[src/rtl/m_operand_loader_if.sv]
// Operand loader bus: raw board inputs in, adder operand pair and load stage out.
interface m_operand_loader_if;
    logic [3:0] sw;
    logic       key_n;
    logic [3:0] in1;
    logic [3:0] in2;
    logic       valid;
    logic [1:0] stage;

    modport master (output sw, key_n, input in1, in2, valid, stage);
    modport slave  (input sw, key_n, output in1, in2, valid, stage);
endinterface

[src/rtl/m_operand_loader.sv]
// Loads two 4-bit adder operands from slide switches, one per debounced key press.
// Synchronizes sw/key_n, debounces the key and steps a 3-state load FSM.
module m_operand_loader #(
    parameter int unsigned DEBOUNCE_CYCLES = 250000,
    parameter int unsigned CNT_W           = 18
) (
    input  logic                  clk,
    input  logic                  rst_n,
    m_operand_loader_if.slave     bus
);

    localparam int unsigned OP_W = 4;

    typedef enum logic [1:0] {
        WAIT_A = 2'd0,
        WAIT_B = 2'd1,
        SHOW   = 2'd2
    } state_t;

    logic [OP_W-1:0]  sw_m;
    logic [OP_W-1:0]  sw_s;
    logic             key_m;
    logic             key_s;
    logic             key_db;
    logic [CNT_W-1:0] cnt;
    logic             press;
    logic             accept_c;

    state_t           state_q;
    state_t           state_d;
    logic [OP_W-1:0]  in1_q;
    logic [OP_W-1:0]  in1_d;
    logic [OP_W-1:0]  in2_q;
    logic [OP_W-1:0]  in2_d;
    logic             valid_q;
    logic             valid_d;

    // Two-flop synchronizers; key idles released (high)
    always_ff @(posedge clk or negedge rst_n) begin
        if (!rst_n) begin
            sw_m  <= '0;
            sw_s  <= '0;
            key_m <= 1'b1;
            key_s <= 1'b1;
        end else begin
            sw_m  <= bus.sw;
            sw_s  <= sw_m;
            key_m <= bus.key_n;
            key_s <= key_m;
        end
    end

    // The Nth consecutive differing sample is accepted on this edge
    assign accept_c = (key_s != key_db) && (cnt == CNT_W'(DEBOUNCE_CYCLES - 1));

    // Counter debouncer plus one-cycle press pulse on debounced falling edge
    always_ff @(posedge clk or negedge rst_n) begin
        if (!rst_n) begin
            key_db <= 1'b1;
            cnt    <= '0;
            press  <= 1'b0;
        end else begin
            press <= accept_c && !key_s;
            if (key_s == key_db) begin
                cnt <= '0;
            end else if (accept_c) begin
                key_db <= key_s;
                cnt    <= '0;
            end else begin
                cnt <= cnt + CNT_W'(1);
            end
        end
    end

    // Load FSM state and operand registers
    always_ff @(posedge clk or negedge rst_n) begin
        if (!rst_n) begin
            state_q <= WAIT_A;
            in1_q   <= '0;
            in2_q   <= '0;
            valid_q <= 1'b0;
        end else begin
            state_q <= state_d;
            in1_q   <= in1_d;
            in2_q   <= in2_d;
            valid_q <= valid_d;
        end
    end

    // Next-state and capture logic; nothing moves without a press
    always_comb begin
        state_d = state_q;
        in1_d   = in1_q;
        in2_d   = in2_q;
        valid_d = valid_q;
        case (state_q)
            WAIT_A: begin
                if (press) begin
                    in1_d   = sw_s;
                    valid_d = 1'b0;
                    state_d = WAIT_B;
                end
            end
            WAIT_B: begin
                if (press) begin
                    in2_d   = sw_s;
                    valid_d = 1'b1;
                    state_d = SHOW;
                end
            end
            SHOW: begin
                if (press) begin
                    in1_d   = sw_s;
                    valid_d = 1'b0;
                    state_d = WAIT_B;
                end
            end
            default: begin
                valid_d = 1'b0;
                state_d = WAIT_A;
            end
        endcase
    end

    assign bus.in1   = in1_q;
    assign bus.in2   = in2_q;
    assign bus.valid = valid_q;
    assign bus.stage = state_q;

endmodule
[src/flat_wrapper.sv]
// flat-port wrapper written by rule: the top's interface ports become plain ports
module m_operand_loader_flat 
#(
    parameter int unsigned DEBOUNCE_CYCLES = 250000,
    parameter int unsigned CNT_W           = 18
)
  (clk, rst_n, bus_sw, bus_key_n, bus_in1, bus_in2, bus_valid, bus_stage);
  m_operand_loader_if bus_i ();
  input  logic clk;
  input  logic rst_n;
  input wire logic [$bits(bus_i.sw)-1:0] bus_sw;
  input wire logic [$bits(bus_i.key_n)-1:0] bus_key_n;
  output wire logic [$bits(bus_i.in1)-1:0] bus_in1;
  output wire logic [$bits(bus_i.in2)-1:0] bus_in2;
  output wire logic [$bits(bus_i.valid)-1:0] bus_valid;
  output wire logic [$bits(bus_i.stage)-1:0] bus_stage;
  assign bus_i.sw = bus_sw;
  assign bus_i.key_n = bus_key_n;
  assign bus_in1 = bus_i.in1;
  assign bus_in2 = bus_i.in2;
  assign bus_valid = bus_i.valid;
  assign bus_stage = bus_i.stage;
  m_operand_loader #(.DEBOUNCE_CYCLES(DEBOUNCE_CYCLES), .CNT_W(CNT_W)) u_core (.clk(clk), .rst_n(rst_n), .bus(bus_i));
endmodule
[config.mk]
export PLATFORM = sky130hd
export DESIGN_NAME = m_operand_loader_flat
export DESIGN_NICKNAME = d
export VERILOG_FILES = /design/src/rtl/m_operand_loader_if.sv /design/src/rtl/m_operand_loader.sv /design/src/flat_wrapper.sv
export SDC_FILE = /design/constraint.sdc
export NUM_CORES = 1
export LEC_CHECK = 0
export BUFFER_PORTS_ARGS = -buffer_cell sky130_fd_sc_hd__buf_2
export CORE_MARGIN = 2
export CORE_UTILIZATION = 55
export DETAILED_ROUTE_END_ITERATION = 10
export GPL_TIMING_DRIVEN = 0
export PLACE_DENSITY_LB_ADDON = 0.3
export SETUP_SLACK_MARGIN = 0.02
export SYNTH_ARGS = -nofsm -noshare
export SYNTH_HDL_FRONTEND = slang
export SYNTH_SLANG_ARGS = --single-unit
[constraint.sdc]
create_clock -name clk -period 4.86 [get_ports clk]
set_input_delay 0.486 -clock clk [delete_from_list [all_inputs] [get_ports clk]]
set_output_delay 0.486 -clock clk [all_outputs]
set_load 0.005 [all_outputs]
==> summary.md, run 1 <==
| Metric | Value |
|---|---|
| Final setup violation count | `0` |
| Count of inserted antenna diode cells | `0` |
| Overall power after layout | `0.000569 W` |
| Core Region | `2810 um2` |
| # rows | `19` |
| Ys Warns | `0` |
| Startpoint class of the critical path | `flop` |
| # resized after CTS | `0` |
| CP top delay family | `compound AO/OA/AOI/OAI gates` |
| Violated checks | `DRC` |
| CTS Buf Count | `5` |
| Most common cell after layout, fill and taps aside | `sky130_fd_sc_hd__dfrtp_1` |
| Average size of a mapped cell | `approximately 12 um2` |
| Height of the chip | `58.9 um` |
| Worst Path Arrival | `2.35 ns` |
| Number of routed nets with antenna violations | `0` |
| Wire length of the first global-routing pass | `4950 um` |
| Iteration count of the initial detailed-routing pass | `7` |
| Overflow after GRT | `0` |
| Post-detailed-placement half-perimeter wirelength | `2020 um` |
| Last weighted congestion value of the routability-driven placer | `~0.86` |
| Overall global routing resource usage | `between 10% and 20%` |
| DRC violations left | `1` |
| Number of design-rule violations left by the first detailed-router iteration | `40` |
| Post-Synthesis Cells | `133` |
| Total leakage power | `0.879 nW` |
| Post-synthesis sequential area ratio | `approximately three fifths` |
| Nets in the synthesized netlist | `around 140` |
| CP Cell Sequence | `ha_1 -> nand3_1 -> o41ai_4 -> clkbuf_1 -> nor2_1` |
| Horiz. Die Dim | `58.9 um` |
| Slew HR | `44.6%` |
| Required time of the critical path | `slightly above 5 ns` |
| Clock-pin slew of the registers on the worst-case setup and hold paths | `~0.11 ns` |
| Fin Setup TNS | `0 ns` |
| Number of vias after detailed routing | `1075` |
| Share of the synthesized area in the top cell type | `55.9%` |
| Actual slew at the worst max-slew pin | `0.830 ns` |
| Global routing's busiest layer | `met2` |
| Final Hold Fails | `0` |
| Outcome | `finished, violations left` |
| Fin. max-slew vios | `0` |
| Maximum vdd drop | `~220 uV` |
| Cell area after synthesis | `1660 um2` |
| WP buf/inv | `1` |
| Critical path class | `flop to flop` |
| Synthesis-to-finish area growth | `12.1%` |
| Cell chosen for the clock root | `sky130_fd_sc_hd__clkbuf_4` |
| Cts hold-fix bufs | `0` |
| DRT Wirelength | `roughly 2800 um` |
| Clock latency at the later pin of the worst-skew pair | `0.35 ns` |
| Vias in the first global route | `1104` |
| GR Util met2 | `29.8%` |
| Maximum number of buffers from clock root to sink | `2` |
| # Post-CTS Setup Buffers | `0` |
| Leading cell types by total area after synthesis | `sky130_fd_sc_hd__dfrtp_1, sky130_fd_sc_hd__mux2_2, sky130_fd_sc_hd__dfstp_2` |
| Number of different library cells in the post-synthesis netlist | `32` |
| TritonCTS clock tree | `done` |
| Overall die area | `~3500 um2` |
| Slowest stage cell on the critical path | `sky130_fd_sc_hd__o41ai_4` |
| Initial standard-cell utilization of the core | `59.1%` |
| Count of input and output buffers | `17` |
| Average routed wire per standard cell | `between 15 and 20 um` |
| Commonest cells after routing, fill and taps aside | `sky130_fd_sc_hd__dfrtp_1, sky130_fd_sc_hd__buf_2, sky130_fd_sc_hd__nor2_1` |
| Net total in the final layout | `165` |
| Largest net degree at the start of global routing | `~40` |
| Worst min-delay path class | `input port to async pin` |
| Post-layout min period | `2.13 ns` |
| GR Layer Usage met3 | `5.05%` |
| I/O pin cnt | `18` |
| Fraction of final layout cells sized beyond drive strength 1 | `29.1%` |
| FF+latch count, synth | `40` |
| PD cells | `between 300 and 400 nW/um2` |
| Total clock sinks | `40` |
| # H-tree levels | `2` |
| RSZ-0062 raised after global routing | `no` |
| Filler cell count | `222` |
| Post-Route Skew | `0.00784 ns` |
| Peak fanout along the critical path | `10` |
| Average via count per standard cell | `5.69` |
| Reg-to-reg slack, setup | `2.73 ns` |
| Largest incremental delay on the critical path | `0.62 ns` |
| MaxCap Viol Count | `0` |
| Antenna violations before repair | `0` |
| Post-synthesis cell type with the largest combined area | `sky130_fd_sc_hd__dfrtp_1` |
| Endpoint kind of the worst setup timing path | `flop` |
| Period utilisation layout | `43.9%` |
| Max Clock Freq | `469 MHz` |
| Global-route met1 utilization | `26.2%` |
power breakdown:
| part | internal (W) | total, W | leakage [nW] | switching, W |
|---|---|---|---|---|
| sequential | 0.000340 | 0.000344 | 0.527 | 0.00000401 |
| clock | 0.000108 | 0.000210 | 0.0422 | 0.000102 |
| combinational | 0.00000479 | 0.0000156 | 0.309 | 0.0000108 |
| total | 0.000452 | 0.000569 | 0.879 | 0.000117 |
final cells by class:
class	instances	area (um2)	share of cell area, %
Multi-Input combinational cell	90	636	34.2
Buffer	3	16.3	0.876
Timing Repair Buffer	17	85.1	4.58
Clock inverter	2	35.0	1.89
Clock buffer	6	41.3	2.22
Tap cell	31	38.8	2.09
Sequential cell	40	1000	54.1
final timing paths:
check                               start           endpoint  cells after the start
min reg2reg                u_core.sw_m[0]     u_core.sw_s[0]                      0
min in group clk                bus_key_n       u_core.key_m                      1
min                                 rst_n  u_core.bus.in1[2]                      1
max reg2reg                 u_core.cnt[0]      u_core.cnt[8]                      5
max in group asynchronous           rst_n      u_core.cnt[7]                      1
max                         u_core.cnt[0]      u_core.cnt[8]                      5
worst reg2reg max path, delay by kind of cell (launching register included):
kind            cells  cell delay, ns
compound gates      1            0.62
fa+ha+maj           1            0.25
buf+inv             1            0.43
flops               1            0.41
simple gates        2            0.30
flip-flops by register name, indices dropped and copies added, names as in the netlist:
signal / flops
u_core.cnt: 18
u_core.bus.in1: 4
u_core.bus.in2: 4
u_core.sw_m: 4
u_core.sw_s: 4
u_core.bus.stage: 1
u_core.bus.valid: 1
u_core.key_db: 1
u_core.key_m: 1
u_core.key_s: 1
u_core.press: 1
cells in the mapped netlist:
cell	instances
sky130_fd_sc_hd__nor2b_1	1
sky130_fd_sc_hd__or4b_4	1
sky130_fd_sc_hd__o41ai_4	1
sky130_fd_sc_hd__mux2_2	9
sky130_fd_sc_hd__or4_1	2
sky130_fd_sc_hd__xnor2_1	7
sky130_fd_sc_hd__buf_4	1
sky130_fd_sc_hd__nand2_1	9
sky130_fd_sc_hd__nand3_1	7
sky130_fd_sc_hd__nand4_1	5
sky130_fd_sc_hd__nor4_1	4
sky130_fd_sc_hd__and4bb_2	1
sky130_fd_sc_hd__dfstp_2	3
sky130_fd_sc_hd__a21oi_2	1
sky130_fd_sc_hd__clkbuf_1	1
sky130_fd_sc_hd__o31ai_1	1
sky130_fd_sc_hd__nor2_1	18
sky130_fd_sc_hd__dfrtp_1	37
sky130_fd_sc_hd__and4_2	1
sky130_fd_sc_hd__buf_2	1
sky130_fd_sc_hd__or2_2	1
sky130_fd_sc_hd__ha_1	1
sky130_fd_sc_hd__and3_1	1
sky130_fd_sc_hd__o21ai_0	1
sky130_fd_sc_hd__nand4_2	1
sky130_fd_sc_hd__xor2_1	8
sky130_fd_sc_hd__nor3b_1	2
sky130_fd_sc_hd__nor3_1	2
sky130_fd_sc_hd__a21oi_1	1
sky130_fd_sc_hd__nand3b_1	1
sky130_fd_sc_hd__or3_4	1
sky130_fd_sc_hd__and4_1	2
metal layers:
metal  share of wire [%]  wire length, um
met1                  46             1320
met5                   0                0
met2                  48             1370
met3                 3.4               96
met4                 1.9               54
cells by family (layout without fill, tap and decap cells):
logic type      count (synthesis)  after routing  synth area share [%]
compound gates                  5              5                  3.25
xor+xnor                       15             15                  7.93
fa+ha+maj                       1              1                 0.755
buf+inv                         3             28                 0.982
flops                          40             40                  60.6
mux                             9              9                  6.12
simple gates                   60             60                  20.3
stage by stage:
step                      instances  utilization [%]  hold WS (ns)  worst slack [ns]  instance area, um2
final                           189             66.2         0.219              2.73                1860
after global routing            189             66.2         0.204              2.55                1860
after CTS                       189             66.2         0.213              2.74                1860
after detailed placement        181             63.5         0.337              2.77                1780
after global placement          181             63.5         0.331              2.83                1780
after floorplan                 133                -         0.190              3.10                1660
Note: power is estimated with default switching activity, not from simulation.
==> inputs of run 2 (changes only) <==
--- a/config.mk
+++ b/config.mk
@@ -5,6 +5,7 @@
 export SDC_FILE = /design/constraint.sdc
 export NUM_CORES = 1
 export LEC_CHECK = 0
+export ABC_AREA = 1
 export BUFFER_PORTS_ARGS = -buffer_cell sky130_fd_sc_hd__buf_2
 export CORE_MARGIN = 2
 export CORE_UTILIZATION = 55
==> constraint.sdc (replaced) <==
create_clock -name clk -period 2.1 [get_ports clk]
set_input_delay 0.21 -clock clk [delete_from_list [all_inputs] [get_ports clk]]
set_output_delay 0.21 -clock clk [all_outputs]
set_load 0.005 [all_outputs]
==> run 2 against run 1 <==
Effect of this change: the run now ends clean; synthesized cell count up 44%; cell count is 41% higher; core utilization grew 0.49 points; worst setup slack lost 2.2 ns; non-clock buffer count up 4; power rose by 140%; combinational power rose to 3.1 times the previous value; synthesized area increased by 5.7%; global-route usage is 1.7 points higher; clock power is 150% higher; largest cell class unchanged; largest power group unchanged.
==> summary.md, run 2 <==
| Metric | Value |
|---|---|
| Number of vias after detailed routing | `1310 (was 1075)` |
| WP buf/inv | `1 (unchanged)` |
| Fin. max-slew vios | `0 (unchanged)` |
| Worst min-delay path class | `flop to flop (was input port to async pin)` |
| Final setup violation count | `0 (unchanged)` |
| Overflow after GRT | `0 (unchanged)` |
| Iteration count of the initial detailed-routing pass | `4 (was 7)` |
| Initial standard-cell utilization of the core | `57.4% (was 59.1%)` |
| Post-Synthesis Cells | `192 (was 133)` |
| TritonCTS clock tree | `done (unchanged)` |
| Maximum vdd drop | `487 uV (was 216 uV)` |
| Fraction of final layout cells sized beyond drive strength 1 | `20.2% (was 29.1%)` |
| Endpoint kind of the worst setup timing path | `flop (unchanged)` |
| Cell chosen for the clock root | `sky130_fd_sc_hd__clkbuf_4 (unchanged)` |
| Peak fanout along the critical path | `10 (unchanged)` |
| Clock latency at the later pin of the worst-skew pair | `0.36 ns (was 0.35 ns)` |
| MaxCap Viol Count | `0 (unchanged)` |
| Sequential group share of total power | `58.2% (was 60.4%)` |
| Count of input and output buffers | `17 (unchanged)` |
| Required time of the critical path | `2.35 ns (was 5.08 ns)` |
| Filler cell count | `273 (was 222)` |
| RSZ-0062 raised after global routing | `no (unchanged)` |
| Number of routed nets with antenna violations | `0 (unchanged)` |
| Average size of a mapped cell | `9.12 um2 (was 12.5 um2)` |
| Critical path class | `flop to flop (unchanged)` |
| DRT Wirelength | `3280 um (was 2840 um)` |
| Post-synthesis cell type with the largest combined area | `sky130_fd_sc_hd__dfrtp_1 (unchanged)` |
| Number of different library cells in the post-synthesis netlist | `22 (was 32)` |
| Max layer used | `met4 (unchanged)` |
| Post-Route Skew | `0.0120 ns (was 0.00784 ns)` |
| Period utilisation layout | `76.7% (was 43.9%)` |
| Antenna violations before repair | `0 (unchanged)` |
| Switch Pwr | `0.000307 W (was 0.000117 W)` |
| Actual slew at the worst max-slew pin | `0.863 ns (was 0.830 ns)` |
| DR WL met3 | `134 um (was 96 um)` |
| Max Clock Freq | `621 MHz (was 469 MHz)` |
| CP Cell Sequence | `inv_1 -> nand2_1 -> nand2_2 -> nor2_1 -> nand3_2 -> nand2_2 -> nor2_1 (was ha_1 -> nand3_1 -> o41ai_4 -> clkbuf_1 -> nor2_1)` |
| Total leakage power | `0.935 nW (was 0.879 nW)` |
| Total clock sinks | `40 (unchanged)` |
| Largest incremental delay on the critical path | `0.57 ns (was 0.62 ns)` |
| # resized after CTS | `0 (unchanged)` |
| Nets in the synthesized netlist | `200 (was 141)` |
| CTS Buf Count | `5 (unchanged)` |
| Horiz. Die Dim | `60.4 um (was 58.9 um)` |
| CP top delay family | `simple AND/OR/NAND/NOR gates (was compound AO/OA/AOI/OAI gates)` |
| PD cells | `670 nW/um2 (was 307 nW/um2)` |
| Startpoint class of the critical path | `flop (unchanged)` |
| Max FFs per register | `18 (unchanged)` |
| Part of the total power dissipated in the clock network | `38.3% (was 36.9%)` |
| Register with the most flip-flops | `u_core.cnt (unchanged)` |
| Slew HR | `42.5% (was 44.6%)` |
| Ys Warns | `0 (unchanged)` |
| Slowest stage cell on the critical path | `sky130_fd_sc_hd__dfstp_2 (was sky130_fd_sc_hd__o41ai_4)` |
| Final Hold Fails | `0 (unchanged)` |
| # H-tree levels | `2 (unchanged)` |
| I/O pin cnt | `18 (unchanged)` |
| Number of design-rule violations left by the first detailed-router iteration | `71 (was 40)` |
| Largest net degree at the start of global routing | `41 (unchanged)` |
| Dominant register cell in the synthesized netlist | `sky130_fd_sc_hd__dfrtp_1 (unchanged)` |
| Synthesis-to-finish area growth | `16.2% (was 12.1%)` |
| Commonest cells after routing, fill and taps aside | `sky130_fd_sc_hd__nand2_1, sky130_fd_sc_hd__dfrtp_1, sky130_fd_sc_hd__nor2_1 (was sky130_fd_sc_hd__dfrtp_1, sky130_fd_sc_hd__buf_2, sky130_fd_sc_hd__nor2_1)` |
| Met2 wirelength from detailed routing | `1570 um (was 1370 um)` |
| Wire length of the first global-routing pass | `5700 um (was 4950 um)` |
| Worst Path Arrival | `1.86 ns (was 2.35 ns)` |
| Cell area after synthesis | `1750 um2 (was 1660 um2)` |
| Post-synthesis sequential area ratio | `57.4% (was 60.6%)` |
| Top cells by instance count after synthesis | `sky130_fd_sc_hd__dfrtp_1, sky130_fd_sc_hd__nand2_1, sky130_fd_sc_hd__nor2_1 (was sky130_fd_sc_hd__dfrtp_1, sky130_fd_sc_hd__nor2_1, sky130_fd_sc_hd__mux2_2, sky130_fd_sc_hd__nand2_1, sky130_fd_sc_hd__xor2_1)` |
| Post-synth ARST share | `100% (unchanged)` |
| Clock-pin slew of the registers on the worst-case setup and hold paths | `0.13 ns (was 0.11 ns)` |
| Last weighted congestion value of the routability-driven placer | `0.917 (was 0.864)` |
| Average via count per standard cell | `4.91 (was 5.69)` |
| Internal power contribution | `0.00106 W (was 0.000452 W)` |
| Outcome | `finished clean (was finished, violations left)` |
| Core Region | `3050 um2 (was 2810 um2)` |
| Fraction of power spent switching nets | `22.5% (was 20.6%)` |
| EDFF count, synth | `0 (unchanged)` |
| DRC violations left | `0 (was 1)` |
| Share of the synthesized area in the top cell type | `52.9% (was 55.9%)` |
| Post-detailed-placement half-perimeter wirelength | `2340 um (was 2020 um)` |
| Vias in the first global route | `1312 (was 1104)` |
| Logic gate share of total power | `3.6% (was 2.7%)` |
| Average routed wire per standard cell | `12.3 um (was 15.0 um)` |
| Met1 layer wirelength in the final routing | `1510 um (was 1320 um)` |
| Min Hold Slack | `0.357 ns (was 0.219 ns)` |
| Overall global routing resource usage | `21.6% (was 19.9%)` |
| Fin Setup TNS | `0 ns (unchanged)` |
| # rows | `20 (was 19)` |
| Post-layout min period | `1.61 ns (was 2.13 ns)` |
| FF+latch count, synth | `40 (unchanged)` |
| Overall die area | `3650 um2 (was 3470 um2)` |
| Leading cell types by total area after synthesis | `sky130_fd_sc_hd__dfrtp_1, sky130_fd_sc_hd__nand2_1, sky130_fd_sc_hd__nor2_1 (was sky130_fd_sc_hd__dfrtp_1, sky130_fd_sc_hd__mux2_2, sky130_fd_sc_hd__dfstp_2)` |
| Count of inserted antenna diode cells | `0 (unchanged)` |
| Maximum number of buffers from clock root to sink | `2 (unchanged)` |
| Net total in the final layout | `230 (was 165)` |
| Height of the chip | `60.4 um (was 58.9 um)` |
==> run 2: cell count changes in the layout (fill, tap and decap cells not counted), moves of 6 or more <==
cell / before / now
sky130_fd_sc_hd__nand2_1: 9 / 37
sky130_fd_sc_hd__inv_1: 0 / 20
sky130_fd_sc_hd__nor2_1: 18 / 35
sky130_fd_sc_hd__mux2_2: 9 / 0
sky130_fd_sc_hd__o21ai_0: 1 / 10
sky130_fd_sc_hd__nand3_1: 7 / 14
sky130_fd_sc_hd__dlygate4sd3_1: 0 / 6
==> run 2: routing by layer <==
| metal | up-vias | track usage, % |
|---|---|---|
| li1 | 659 | - |
| met1 | 613 | 28.0 |
| met2 | 30 | 34.3 |
| met3 | 8 | 6.61 |
| met4 | 0 | 8.39 |
| met5 | - | 0 |
==> run 2: logic make-up (layout without fill, tap and decap cells) <==
group | after synthesis | count (layout) | share of synthesized area, %
xor+xnor | 10 | 10 | 5.00
simple gates | 107 | 107 | 28.5
fa+ha+maj | 1 | 1 | 0.714
buf+inv | 21 | 52 | 4.71
flops | 40 | 40 | 57.4
compound gates | 13 | 13 | 3.71
==> run 2: path summary, 6_finish.rpt <==
| kind | startpoint | endpoint | slack [ns] | cells after the start |
|---|---|---|---|---|
| max | u_core.key_s | u_core.cnt[12] | 0.49 | 7 |
| min | u_core.sw_m[2] | u_core.sw_s[2] | 0.36 | 0 |
| max reg2reg | u_core.key_s | u_core.cnt[12] | 0.49 | 7 |
| min reg2reg | u_core.sw_m[2] | u_core.sw_s[2] | 0.36 | 0 |
| max in group asynchronous | rst_n | u_core.cnt[6] | 1.07 | 2 |
| min in group asynchronous | rst_n | u_core.bus.in1[3] | 0.48 | 2 |
==> run 2: cell type report <==
cell class	count	area (um2)	area share [%]
multi-input cells	131	664	32.6
inverters	20	75.1	3.69
flip-flops and latches	40	1000	49.4
clock buffers	5	37.5	1.84
clock inverters	3	46.3	2.27
well taps	44	55.1	2.70
plain buffers	1	7.51	0.369
repair buffers	23	145	7.13
==> run 2: worst reg2reg max path: stages, from the launching register on <==
cell and delay (ns):
sky130_fd_sc_hd__dfstp_2 0.57, sky130_fd_sc_hd__inv_1 0.05, sky130_fd_sc_hd__nand2_1 0.06, sky130_fd_sc_hd__nand2_2 0.12, sky130_fd_sc_hd__nor2_1 0.17, sky130_fd_sc_hd__nand3_2 0.18, sky130_fd_sc_hd__nand2_2 0.27, sky130_fd_sc_hd__nor2_1 0.09
==> run 2: repair_timing <==
item                      CTS  global route
hold buffers                6             0
hold endpoints to repair   42             0
setup buffers               0             0
==> run 2: power groups by stage <==
stage	sequential, W	clock, W	combinational (W)
global route	0.000796	0.000561	0.0000570
finish	0.000794	0.000522	0.0000488
global placement	0.000807	0	0.0000391
detailed placement	0.000809	0	0.0000413
CTS	0.000794	0.000534	0.0000499
floorplan	0.000806	0	0.0000161
==> run 2: per-stage QoR <==
stage	area, um2	setup slack (ns)	utilization (%)	total power [W]	instances
2_1_floorplan	1750	0.790	-	0.000823	192
3_3_place_gp	1890	0.578	62.0	0.000846	253
3_5_place_dp	1890	0.503	62.0	0.000850	253
4_1_cts	2040	0.481	66.7	0.00138	267
5_1_grt	2040	0.338	66.7	0.00141	267
6_report	2040	0.489	66.7	0.00136	267
